File: config.mk
export PLATFORM = sky130hd
export DESIGN_NAME = timer_sequencer
export DESIGN_NICKNAME = d
export VERILOG_FILES = /design/src/rtl/timer_pkg.sv /design/src/rtl/timer_sequencer_tick_prescaler.sv /design/src/rtl/timer_sequencer.sv
export SDC_FILE = /design/constraint.sdc
export NUM_CORES = 1
export LEC_CHECK = 0
export BUFFER_PORTS_ARGS = -buffer_cell sky130_fd_sc_hd__buf_2
export CORE_UTILIZATION = 30
export CTS_CLUSTER_SIZE = 40
export DETAILED_ROUTE_END_ITERATION = 8
export PLACE_DENSITY = 0.47
export SLEW_MARGIN = 5
export SYNTH_ARGS = -nofsm -noshare
export SYNTH_HDL_FRONTEND = slang
export SYNTH_SLANG_ARGS = --single-unit
File: constraint.sdc
create_clock -name clk -period 2.43 [get_ports clk]
set_input_delay 0.3645 -clock clk [delete_from_list [all_inputs] [get_ports clk]]
set_output_delay 0.3645 -clock clk [all_outputs]
set_load 0.005 [all_outputs]
File: src/rtl/timer_pkg.sv
// ---------------------------------------------------------------------------
// timer_pkg
//   Shared types and constants for the timer_sequencer block.
//   state_e  : sequencer FSM encoding (IDLE, LOAD, RUN, HOLD, DONE)
//   DIR_DOWN : count from L down to 0
//   DIR_UP   : count from 0 up to L
// ---------------------------------------------------------------------------
package timer_pkg;

  typedef enum logic [2:0] {
    IDLE = 3'd0,
    LOAD = 3'd1,
    RUN  = 3'd2,
    HOLD = 3'd3,
    DONE = 3'd4
  } state_e;

  localparam logic DIR_DOWN = 1'b0;
  localparam logic DIR_UP   = 1'b1;

endpackage : timer_pkg

File: src/rtl/timer_sequencer_tick_prescaler.sv
// ---------------------------------------------------------------------------
// tick_prescaler
//   Free-running divider for the timer sequencer. The internal counter
//   runs 0..prescale while enabled; tick is high in the cycle in which the
//   counter equals prescale, and the counter wraps to 0 on that cycle.
//   Disabling freezes the counter so the phase survives a pause.
//
// Ports
//   clk      : clock, rising edge
//   rst_n    : asynchronous active-low reset (counter -> 0)
//   clr      : synchronous clear, wins over en
//   en       : advance the counter this cycle
//   prescale : divide value P (tick every P+1 enabled cycles)
//   tick     : counter == prescale (combinational, not gated by en)
// ---------------------------------------------------------------------------
module tick_prescaler #(
  parameter int PRESCALE_W = 4
) (
  input  logic                  clk,
  input  logic                  rst_n,
  input  logic                  clr,
  input  logic                  en,
  input  logic [PRESCALE_W-1:0] prescale,
  output logic                  tick
);

  localparam logic [PRESCALE_W-1:0] ONE = PRESCALE_W'(1);

  logic [PRESCALE_W-1:0] cnt_q;

  assign tick = (cnt_q == prescale);

  always_ff @(posedge clk or negedge rst_n) begin
    if (!rst_n) begin
      cnt_q <= '0;
    end else if (clr) begin
      cnt_q <= '0;
    end else if (en) begin
      cnt_q <= tick ? '0 : (cnt_q + ONE);
    end
  end

endmodule : tick_prescaler

File: src/rtl/timer_sequencer.sv
// ---------------------------------------------------------------------------
// timer_sequencer
//   Sequences a WIDTH-bit loadable up/down counter through
//   IDLE -> LOAD -> RUN (<-> HOLD) -> DONE, with a prescaler throttling
//   the step rate and optional auto-reload for periodic operation.
//
//   Control inputs are single-cycle requests sampled on the rising edge:
//     start : accepted only in IDLE (and only if stop is low)
//     stop  : from any non-IDLE state return to IDLE, count frozen, no done
//     pause : level; in RUN moves to HOLD, in HOLD keeps the FSM there
//   Priority inside RUN is stop > pause > tick, except that a tick which
//   reaches the terminal value goes to DONE (the counter cannot advance
//   past the terminal value, so there is nothing left to pause).
//
// Build option
//   TIMER_IRQ_EN : adds irq_clr input and sticky irq output (set by done,
//                  set wins over a simultaneous clear).
//
// Ports
//   clk, rst_n   : clock (rising edge), asynchronous active-low reset
//   cfg_load     : load value L           (captured on accepted start)
//   cfg_dir      : 0 down L->0, 1 up 0->L (captured on accepted start)
//   cfg_reload   : auto-restart after DONE(captured on accepted start)
//   cfg_prescale : step every P+1 RUN cycles (captured on accepted start)
//   start, stop, pause : control, see above
//   count        : current counter value
//   busy         : state != IDLE
//   done         : high for the single DONE cycle
//   irq_clr, irq : only with TIMER_IRQ_EN
// ---------------------------------------------------------------------------
module timer_sequencer
  import timer_pkg::*;
#(
  parameter int WIDTH      = 4,
  parameter int PRESCALE_W = 4
) (
  input  logic                  clk,
  input  logic                  rst_n,
  input  logic [WIDTH-1:0]      cfg_load,
  input  logic                  cfg_dir,
  input  logic                  cfg_reload,
  input  logic [PRESCALE_W-1:0] cfg_prescale,
  input  logic                  start,
  input  logic                  stop,
  input  logic                  pause,
`ifdef TIMER_IRQ_EN
  input  logic                  irq_clr,
  output logic                  irq,
`endif
  output logic [WIDTH-1:0]      count,
  output logic                  busy,
  output logic                  done
);

  localparam logic [WIDTH-1:0] ONE = WIDTH'(1);

  state_e state_q, state_d;

  logic [WIDTH-1:0]      count_q, count_d;

  // Shadow configuration, only written on an accepted start.
  logic [WIDTH-1:0]      load_q;
  logic                  dir_q;
  logic                  reload_q;
  logic [PRESCALE_W-1:0] prescale_q;
  logic                  capture;

  logic                  pre_clr;
  logic                  pre_en;
  logic                  tick;

  logic [WIDTH-1:0]      start_val;
  logic [WIDTH-1:0]      term_val;
  logic [WIDTH-1:0]      step_val;

  assign start_val = (dir_q == DIR_UP) ? '0 : load_q;
  assign term_val  = (dir_q == DIR_UP) ? load_q : '0;
  assign step_val  = (dir_q == DIR_UP) ? (count_q + ONE) : (count_q - ONE);

  tick_prescaler #(
    .PRESCALE_W (PRESCALE_W)
  ) u_prescaler (
    .clk      (clk),
    .rst_n    (rst_n),
    .clr      (pre_clr),
    .en       (pre_en),
    .prescale (prescale_q),
    .tick     (tick)
  );

  // -------------------------------------------------------------------------
  // State, counter and shadow registers
  // -------------------------------------------------------------------------
  always_ff @(posedge clk or negedge rst_n) begin
    if (!rst_n) begin
      state_q <= IDLE;
      count_q <= '0;
    end else begin
      state_q <= state_d;
      count_q <= count_d;
    end
  end

  always_ff @(posedge clk or negedge rst_n) begin
    if (!rst_n) begin
      load_q     <= '0;
      dir_q      <= DIR_DOWN;
      reload_q   <= 1'b0;
      prescale_q <= '0;
    end else if (capture) begin
      load_q     <= cfg_load;
      dir_q      <= cfg_dir;
      reload_q   <= cfg_reload;
      prescale_q <= cfg_prescale;
    end
  end

  // -------------------------------------------------------------------------
  // Next-state / datapath control
  // -------------------------------------------------------------------------
  always_comb begin
    state_d = state_q;
    count_d = count_q;
    capture = 1'b0;
    pre_clr = 1'b0;
    pre_en  = 1'b0;

    unique case (state_q)
      IDLE: begin
        if (start && !stop) begin
          capture = 1'b1;
          state_d = LOAD;
        end
      end

      LOAD: begin
        if (stop) begin
          state_d = IDLE;
        end else begin
          count_d = start_val;
          pre_clr = 1'b1;
          state_d = (start_val == term_val) ? DONE : RUN;
        end
      end

      RUN: begin
        if (stop) begin
          state_d = IDLE;
        end else begin
          // The pause cycle itself is still a full RUN cycle: the
          // prescaler advances and a pending tick steps the counter.
          pre_en = 1'b1;
          if (tick) begin
            count_d = step_val;
          end
          if (tick && (step_val == term_val)) begin
            state_d = DONE;
          end else if (pause) begin
            state_d = HOLD;
          end
        end
      end

      HOLD: begin
        if (stop) begin
          state_d = IDLE;
        end else if (!pause) begin
          state_d = RUN;
        end
      end

      DONE: begin
        if (stop) begin
          state_d = IDLE;
        end else begin
          state_d = reload_q ? LOAD : IDLE;
        end
      end

      default: state_d = IDLE;
    endcase
  end

  assign count = count_q;
  assign busy  = (state_q != IDLE);
  assign done  = (state_q == DONE);

`ifdef TIMER_IRQ_EN
  logic irq_q;

  always_ff @(posedge clk or negedge rst_n) begin
    if (!rst_n) begin
      irq_q <= 1'b0;
    end else if (done) begin
      irq_q <= 1'b1;
    end else if (irq_clr) begin
      irq_q <= 1'b0;
    end
  end

  assign irq = irq_q;
`endif

endmodule : timer_sequencer
==> out/qor.yml <==
clk-insertion-delay-late_ns: 0.26
yosysSeqAreaShare_pct: 42.1
reg2reg_to: "state_q[2]"
critical_path_class: "reg -> reg"
reg2reg_from: "count[0]"
finish.net_count: 158
core_um2: 4000
ios: 21
grt_max_degree: 22
power_density_nw_per_um2: 1010
post-dp-hpwl_um: 1970
finalHoldViolCount: 0
ant_nets: 0
grt_overflow: 0
clk_pin_slew_ns: 0.08
cap_violations: 0
ctsHoldBuffers: 0
grt_pass1_vias: 878
syn_to_final_growth_pct: 14.8
rsz0062_at_grt: "false"
mostFrequentLayoutCell: "dfrtp_1"
ys_ff_latch: 21
setup_tns_ns: 0
async_flop_share_pct: 100
postSynthCellCount: 116
cts-resized-gates: 0
outcome: "finished clean"
min_period_over_period_pct: 89.1
vias: 927
wl_um: 2560
vdd_ir_drop_max_v: 0.000347
die_h_um: 66.5
reg2reg_depth: 6
ys_types: 43
clock_path_buffers: 2
die-width_um: 66.5
portBuffers: 20
end_kind: "flop"
place_congestion: 0.782
cp-start-kind: "flop"
timing.fmax_mhz: 462
antenna_cells: 0
max_stage_delay_ns: 0.56
drive_above_1_share_pct: 30.4
synth_nets: 135
avgSynthCellArea_um2: 10.8
skew_ns: 0.00521
first_pass_iters: 4
worst_pin_slew_ns: 0.586
final_util_pct: 35.8
drc_errors: 0
drtIter0Drc: 42
ys.flop_type: "dfrtp_1"
grt_pass1_wl_um: 4350
arrival_ns: 2.36
relSlewSlack_pct: 60.8
setup-violations-final: 0
reg2reg_slack_ns: 0.27
post_cts_buffers: 0
rows: 23
multi_input_area_um2: 671
die_area_um2: 4420
synth_area_um2: 1250
path_depth: 6
grt_antenna_before_repair: 0
clock_sinks: 21
crit_family: "adder cells"
most-common-layout-cells: "21 x dfrtp_1, 20 x buf_2, 12 x mux2_2"
cts_tree: "yes"
cp_max_fo: 8
hold_path_class: "in -> async"
fin_crit_ns: 2.16
yosysWarnings: 0
viasPerCell: 4.93
worstPathCellList: "fa_1, xor2_1, o21ai_0, a32oi_1, or4b_1, a21oi_1"
crit_buf_inv: 0
ctsRootBufferMaster: "clkbuf_8"
cts_htree_levels: 1
crit_required_ns: 2.62
numCtsBuffers: 3
area.sequential_um2: 526
slew_viol_final: 0
cpMaxStageDelayCell: "fa_1"
p_leak_nw: 0.645
synth-edff-count: 0
fillers: 395
grt_usage_pct: 13.4
initial_core_util_pct: 31.2
wl_per_cell_um: 13.6
==> kinds of logic after synthesis <==
group / share of synthesized area (%)
AO/OA/AOI/OAI: 12.1
AND/OR/NAND/NOR: 18.4
flip-flops: 42.1
buffers and inverters: 4.21
XOR/XNOR: 7.72
multiplexers: 10.8
adder cells (fa/ha/maj): 4.61
==> worst max path at each step <==
stage              from    endpoint  slack [ns]
3_5_place_dp   count[0]  state_q[2]        0.28
5_1_grt           dir_q  state_q[2]        0.11
4_1_cts        count[0]  state_q[2]        0.24
2_1_floorplan     dir_q  state_q[2]        0.28
3_3_place_gp      dir_q  state_q[2]        0.32
6_report       count[0]  state_q[2]        0.27
==> where the power goes <==
part	switching [mW]	internal, mW
clock	0.122	0.116
sequential	0.124	0.458
combinational	0.312	0.321
total	0.558	0.895
==> flip-flops by register name, indices dropped and copies added (netlist names) <==
name               cells
prescale_q             4
reload_q               1
state_q                3
u_prescaler.cnt_q      4
dir_q                  1
load_q                 4
count                  4
==> worst reg2reg max path, cell delays in order (launching register included) <==
cell and delay [ns]:
dfrtp_1 0.48, fa_1 0.56, xor2_1 0.16, o21ai_0 0.16, a32oi_1 0.09, or4b_1 0.51
a21oi_1 0.14
==> metrics by stage <==
step                      cell area [um2]  hold slack (ns)  setup WS, ns  power (mW)  std cells
after floorplan                      1250           0.0689         0.275        1.07        116
after global placement               1390            0.361         0.324        1.21        184
after detailed placement             1390            0.359         0.277        1.23        184
after CTS                            1430           0.0683         0.238        1.48        188
after global routing                 1430           0.0758         0.112        1.59        188
final                                1430           0.0601         0.266        1.45        188
==> final cells by class <==
cell class / count / area share, %
well taps: 50 / 4.36
flip-flops and latches: 21 / 36.6
repair buffers: 22 / 8.03
multi-input cells: 88 / 46.8
clock buffers: 3 / 2.88
clock inverters: 1 / 0.524
inverters: 3 / 0.785
==> cells in the mapped netlist, drive strengths merged, types with 2 or more instances <==
cell,instances,area share (%)
a21o,4,2.4
a21oi,5,2.3
a32oi,2,1.4
buf,4,3.3
dfrtp,21,42
ha,3,3.0
inv,3,0.90
mux2,12,11
nand2,6,1.8
nand2b,2,1.0
nand3,3,1.2
nand4,2,1.0
nor2,6,2.0
nor2b,2,1.0
nor3,2,0.80
nor4,3,1.5
o21ai,4,1.6
or3,2,1.1
xnor2,8,5.6
xor2,3,2.1
==> layer usage <==
| layer | part of all wire [%] | wire [um] | GRT usage, % |
|---|---|---|---|
| met3 | 3.7 | 94 | 3.60 |
| met5 | 0 | 0 | 0 |
| met1 | 50 | 1290 | 18.5 |
| met4 | 0.98 | 25 | 4.79 |
| met2 | 45 | 1150 | 19.8 |
No activity file was read; power rests on OpenSTA's default activity.
